`src/rtl/positadd_arbiter.sv`:
```
`default_nettype none
// ============================================================================
// Module   : positadd_arbiter
// Purpose  : Shares one pipelined posit adder among NREQ requesters. Grants
//            are round-robin, issues are registered, and results are routed
//            back to the owner through a LATENCY-deep tag shift register.
//            Supports a drain handshake and a sticky tag/done desync flag.
// Options  : POSITADD_ARB_PRIO0_EN - requester 0 gets strict priority and the
//            other requesters share round-robin among themselves.
// Revision : 1.0 - initial release
// ============================================================================
module positadd_arbiter #(
  parameter int NREQ    = 4,
  parameter int LATENCY = 8
) (
  input  logic                   clk,
  input  logic                   rst_n,
  input  logic [NREQ-1:0]        req_valid,
  output logic [NREQ-1:0]        req_ready,
  input  logic [NREQ*32-1:0]     req_in1,
  input  logic [NREQ*32-1:0]     req_in2,
  output logic [NREQ-1:0]        rsp_valid,
  output logic [31:0]            rsp_result,
  output logic                   rsp_inf,
  output logic                   rsp_zero,
  output logic                   add_start,
  output logic [31:0]            add_in1,
  output logic [31:0]            add_in2,
  input  logic [31:0]            add_result,
  input  logic                   add_inf,
  input  logic                   add_zero,
  input  logic                   add_done,
  input  logic                   drain_req,
  output logic                   drain_ack,
  output logic [3:0]             inflight,
  output logic                   err_desync
);

  localparam int IW = (NREQ > 1) ? $clog2(NREQ) : 1;

  typedef enum logic [1:0] {
    ST_RUN      = 2'd0,
    ST_DRAINING = 2'd1,
    ST_DRAINED  = 2'd2
  } state_t;

  state_t          state;
  state_t          state_nxt;
  logic [IW-1:0]   last;        // index of the last accepted requester
  logic [IW-1:0]   grant_idx;
  logic            grant_any;
  logic [NREQ-1:0] grant_vec;
  logic [IW-1:0]   issue_idx;   // owner of the operation on the issue port
  int              cand;

  logic [LATENCY-1:0] tag_v;
  logic [IW-1:0]      tag_idx [LATENCY];
  logic               tail_v;
  logic [IW-1:0]      tail_idx;
  logic [3:0]         inflight_nxt;

  assign tail_v    = tag_v[LATENCY-1];
  assign tail_idx  = tag_idx[LATENCY-1];
  assign req_ready = grant_vec;
  assign drain_ack = (state == ST_DRAINED);

  // Grant selection: at most one valid requester, only while running and not draining.
  always_comb begin
    grant_vec = '0;
    grant_idx = '0;
    grant_any = 1'b0;
    cand      = 0;
    if (rst_n && state == ST_RUN && !drain_req) begin
`ifdef POSITADD_ARB_PRIO0_EN
      if (req_valid[0]) begin
        grant_any = 1'b1;
      end else begin
        // Rotate over 1..NREQ-1 only; last never holds 0 in this mode.
        for (int k = 1; k < NREQ; k++) begin
          cand = 1 + ((int'(last) - 1 + k) % (NREQ - 1));
          if (!grant_any && req_valid[IW'(cand)]) begin
            grant_any = 1'b1;
            grant_idx = IW'(cand);
          end
        end
      end
`else
      for (int k = 1; k <= NREQ; k++) begin
        cand = (int'(last) + k) % NREQ;
        if (!grant_any && req_valid[IW'(cand)]) begin
          grant_any = 1'b1;
          grant_idx = IW'(cand);
        end
      end
`endif
      if (grant_any) grant_vec = NREQ'(1) << grant_idx;
    end
  end

  // Issue register and round-robin pointer, both updated on acceptance.
  always_ff @(posedge clk or negedge rst_n) begin
    if (!rst_n) begin
      add_start <= 1'b0;
      add_in1   <= '0;
      add_in2   <= '0;
      issue_idx <= '0;
      last      <= IW'(NREQ - 1);
    end else begin
      add_start <= grant_any;
      if (grant_any) begin
        add_in1   <= req_in1[grant_idx*32 +: 32];
        add_in2   <= req_in2[grant_idx*32 +: 32];
        issue_idx <= grant_idx;
`ifdef POSITADD_ARB_PRIO0_EN
        if (grant_idx != '0) last <= grant_idx;
`else
        last <= grant_idx;
`endif
      end
    end
  end

  // Tag pipeline mirrors the adder: head loaded from the issue port, shifted every cycle.
  always_ff @(posedge clk or negedge rst_n) begin
    if (!rst_n) begin
      tag_v <= '0;
      for (int i = 0; i < LATENCY; i++) tag_idx[i] <= '0;
    end else begin
      tag_v[0]   <= add_start;
      tag_idx[0] <= issue_idx;
      for (int i = 1; i < LATENCY; i++) begin
        tag_v[i]   <= tag_v[i-1];
        tag_idx[i] <= tag_idx[i-1];
      end
    end
  end

  // Route a tagged result to its owner; shared bus reads zero when nobody is addressed.
  always_comb begin
    rsp_valid  = '0;
    rsp_result = '0;
    rsp_inf    = 1'b0;
    rsp_zero   = 1'b0;
    if (add_done && tail_v) begin
      rsp_valid  = NREQ'(1) << tail_idx;
      rsp_result = add_result;
      rsp_inf    = add_inf;
      rsp_zero   = add_zero;
    end
  end

  // An op leaves the count when its tag leaves the tail, so a lost done cannot wedge a drain.
  assign inflight_nxt = inflight + 4'(add_start) - 4'(tail_v);

  // Occupancy counter and sticky desync detector.
  always_ff @(posedge clk or negedge rst_n) begin
    if (!rst_n) begin
      inflight   <= '0;
      err_desync <= 1'b0;
    end else begin
      inflight <= inflight_nxt;
      if (add_done != tail_v) err_desync <= 1'b1;
    end
  end

  // State register.
  always_ff @(posedge clk or negedge rst_n) begin
    if (!rst_n) state <= ST_RUN;
    else        state <= state_nxt;
  end

  // Next-state: the drained test looks at next-cycle occupancy so drain_ack
  // rises in the cycle right after the final response.
  always_comb begin
    state_nxt = state;
    case (state)
      ST_RUN:      if (drain_req) state_nxt = ST_DRAINING;
      ST_DRAINING: if (inflight_nxt == 4'd0 && !add_start) state_nxt = ST_DRAINED;
      ST_DRAINED:  if (!drain_req) state_nxt = ST_RUN;
      default:     state_nxt = ST_RUN;
    endcase
  end

endmodule
`default_nettype wire

```
`config.mk`:
```
export PLATFORM = sky130hd
export DESIGN_NAME = positadd_arbiter
export DESIGN_NICKNAME = d
export VERILOG_FILES = /design/src/rtl/positadd_arbiter.sv
export SDC_FILE = /design/constraint.sdc
export NUM_CORES = 1
export LEC_CHECK = 0
export CORE_AREA = 2 2 161 163
export CTS_CLUSTER_SIZE = 12
export DETAILED_ROUTE_END_ITERATION = 10
export DIE_AREA = 0 0 163 165
export GPL_TIMING_DRIVEN = 0
export SLEW_MARGIN = 20
export SYNTH_ARGS = -nofsm -noshare
export SYNTH_HDL_FRONTEND = slang
export SYNTH_SLANG_ARGS = --single-unit
```
`constraint.sdc`:
```
create_clock -name clk -period 4.5 [get_ports clk]
set_clock_uncertainty 0.1 [all_clocks]
set_input_delay 1.35 -clock clk [delete_from_list [all_inputs] [get_ports clk]]
set_output_delay 1.35 -clock clk [all_outputs]
set_load 0.03 [all_outputs]
```
==> summary.md <==
| Metric | Value |
|---|---|
| Synth Instances | 572 |
| Cts hold-fix bufs | 0 |
| Io pins | between 400 and 500 |
| Maximum Capacitance Violations | 0 |
| CTS tree | done |
| Status | finished, final reports clean |
| # rows | 58 |
| # port buffers | approximately 400 |
| Final Non-Filler Cells | 1336 |
| Drc violations | 0 |
| Logic pwr share | 58.2% |
| CP Depth | 7 |
| HP Start | tag_idx[13] |
| CP cell instances | dlygate4sd2_1 -> nor3b_4 -> a311oi_4 -> buf_4 -> a311oi_2 -> clkbuf_4 -> clkdlybuf4s15_2 |
| Placed Instances | 1313 |
| Sequential-to-total area share from yosys stat | 43.8% |
| First-pass GRT wire length | 38700 µm |
| Layout Nets | 1304 |
| Compound-gate portion of the synthesized area | a little under a quarter |
| Crit start category | input pin |
| Longest Clk Path Bufs | 2 |
| HP Class | reg -> reg |
| 1st-pass router iterations | 4 |
| Post-Synth Simple-Gate Area | 15.3% |
| Top fanout value on the critical path | 7 |
| R2r endpoint | add_in2[17] |
| Cell variety after synth | 39 |
| Post-synth EDFFs | 0 |
| Routed Antenna Nets | 0 |
| Fraction of layout cells with a size suffix above 1 | 7.46% |
| Critical path data required time | 3.05 ns |
| Ys Warns | 0 |
| Synthesized cell area | 5720 µm² |
| HPWL after DPL | around 21000 µm |
| Main combinational cell family by area after synthesis | compound AO/OA/AOI/OAI gates |
| Reg2Reg Setup Slack | 1.73 ns |
| Crit end category | output port |
| H-tree levels | 3 |
| Post-synthesis xor/xnor area fraction | 0.459% |
| R2R depth | 7 |
| Post-layout util | ~43% |
| TritonCTS Buffers | 9 |
| Hold Path End | tag_idx[11] |
| Critical Path AT | approximately 3.0 ns |
| Gpl congestion | 0.849 |
| Commonest non-fill, non-tap cell in the layout | clkdlybuf4s50_1 |
| Fin. max-slew vios | 0 |
| Synthesized flop and latch total | 100 |
| Sw power | 2.44 mW |
| Fmax | 227 MHz |
| Initial cell density of the core | around 23% |
| CORE AREA | 25000 µm² |
| Tmin final | 4.41 ns |
| Slowest CP cell | dlygate4sd2_1 |
| Delay-heaviest family, CP | buffers and inverters |
| Clock Power Share | about 14% |
| Die Span X | 163 µm |
| Hold Path Cell Cnt | 0 |
| RR Startpoint | last[0] |
| Total chip power | 5.69 mW |
| Power density over the cells | 532 nW/µm² |
| Setup TNS | 0 ns |
| Ys flop type | dfrtp_1 |
| Routed WL per cell | 20.4 µm |
| Total gr overflow | 0 |
| Clock transition at path regs | 0.08 ns |
| Worst setup path category | in -> out |
| Antenna violations before repair | 2 |
| GRT Total Usage | 19.4% |
| Wirelength, routed | 27300 µm |
| Syn_nets | 876 |
| # setup viols final | 0 |
| Worst slew pin tran | 0.839 ns |
| Area Growth Syn to Fin | 87.2% |
| Number of buffers and inverters on the critical path | 4 |
| Post-synthesis mux area share | between 10% and 20% |
| Hold slack | 0.246 ns |
| Number of global-route vias before repair | 6339 |
| Flop pwr share | 27.3% |
| Switching Share | 43.0% |
| Async S/R FF share, synth | 100% |
| Max IR drop VDD | 0.231 mV |
| P_int | 3.25 mW |
| Worst skew pair latency | between 0.3 and 0.4 ns |
| Most frequent cells in the layout | clkdlybuf4s50_1 (363), nand2_1 (137), dfrtp_1 (98) |
| Largest net degree at the start of global routing | 37 |
| Final period utilization | between 90% and 100% |
| Root Buffer | clkbuf_16 |
| Die height | 165 µm |
| Final Hold Viols | 0 |
| DR vias | 6268 |
| Avg Cell Area, Syn | 10.0 µm² |
| Adder-cell share of the synthesized area | 1.44% |
| Leak Pwr | 4.72 nW |
| Clock tree sinks | 100 |
| Critical Path Max Stage Delay | approximately 0.35 ns |
| Vias per cell | 4.69 |
| Die Area | 26900 µm² |
| Max_slew headroom | 44.1% |
| Starting DRT DRC Count | 296 |
[logic make-up (layout without fill, tap and decap cells)]
family                   after synthesis  after routing
multiplexers                          64             64
other                                  0              1
buffers and inverters                 62            495
XOR/XNOR                               3              3
AO/OA/AOI/OAI                        140            140
flip-flops                           100            100
AND/OR/NAND/NOR                      197            197
adder cells (fa/ha/maj)                6              6
[layout make-up]
cell class / instances / area [µm²]
sequential: 100 / 2500
tap: 330 / 413
inverter: 7 / 28.8
clock inverter: 7 / 78.8
multi-input combinational: 410 / 2970
antenna: 1 / 2.50
timing repair buffer: 421 / 4190
clock buffer: 9 / 225
buffer: 51 / 294
fill: 2492 / 14300
[per-stage QoR]
stage | worst slack, ns | instance area (µm²)
after global routing | -0.00768 | 10700
after floorplan | 0.117 | 5720
final | 0.0881 | 10700
after global placement | -5.15 | 10200
after detailed placement | -1.74 | 10300
after CTS | -0.00415 | 10700
[worst max-delay path by stage]
stage                   endpoint  slack, ns         start
global route        req_ready[0]     -0.008  req_valid[0]
CTS                 req_ready[1]     -0.004  req_valid[1]
floorplan           req_ready[3]       0.12  req_valid[1]
global placement    req_ready[0]      -5.15         rst_n
finish              req_ready[1]       0.09  req_valid[1]
detailed placement  req_ready[3]      -1.74  req_valid[1]
[synth_stat cells (all sizes together), types with 4 or more instances]
cell,n,area [µm²]
ha,5,62.6
nor2,7,26.3
dfrtp,98,2450
mux2i,64,641
a221o,64,641
buf,20,133
o22a,64,561
clkbuf,35,131
and3,4,25.0
inv,7,26.3
nand2,137,514
and2,34,213
nand2b,5,31.3
[routing by layer]
metal / up-vias / part of all wire [%] / global-route usage (%)
met3: 26 / 9.0 / 6.78
met2: 291 / 50 / 34.4
met4: 2 / 1.6 / 5.19
met5: - / 0.066 / 0
met1: 2995 / 39 / 22.3
li1: 2954 / - / -
[state kept, by name, summed over array words and instances, names as in the netlist]
register / flops
tag_idx: 14
issue_idx: 2
tail_idx: 2
err_desync: 1
add_in2: 32
last: 2
add_start: 1
state: 2
tag_v: 8
inflight: 4
add_in1: 32
[power groups by stage]
stage | clock network [mW] | registers [mW] | logic (mW)
after floorplan | 0 | 2.16 | 1.23
after global placement | 0 | 1.55 | 3.26
after detailed placement | 0 | 1.56 | 3.27
after CTS | 0.851 | 1.55 | 3.33
after global routing | 0.887 | 1.61 | 3.53
final | 0.823 | 1.55 | 3.31
[timing repair]
action,in CTS,in global routing
setup buffers,6,3
pin swaps,1,0
cloned,1,0
gates resized for setup,72,43
setup endpoints to repair,42,35
No activity file was read; power rests on OpenSTA's default activity.
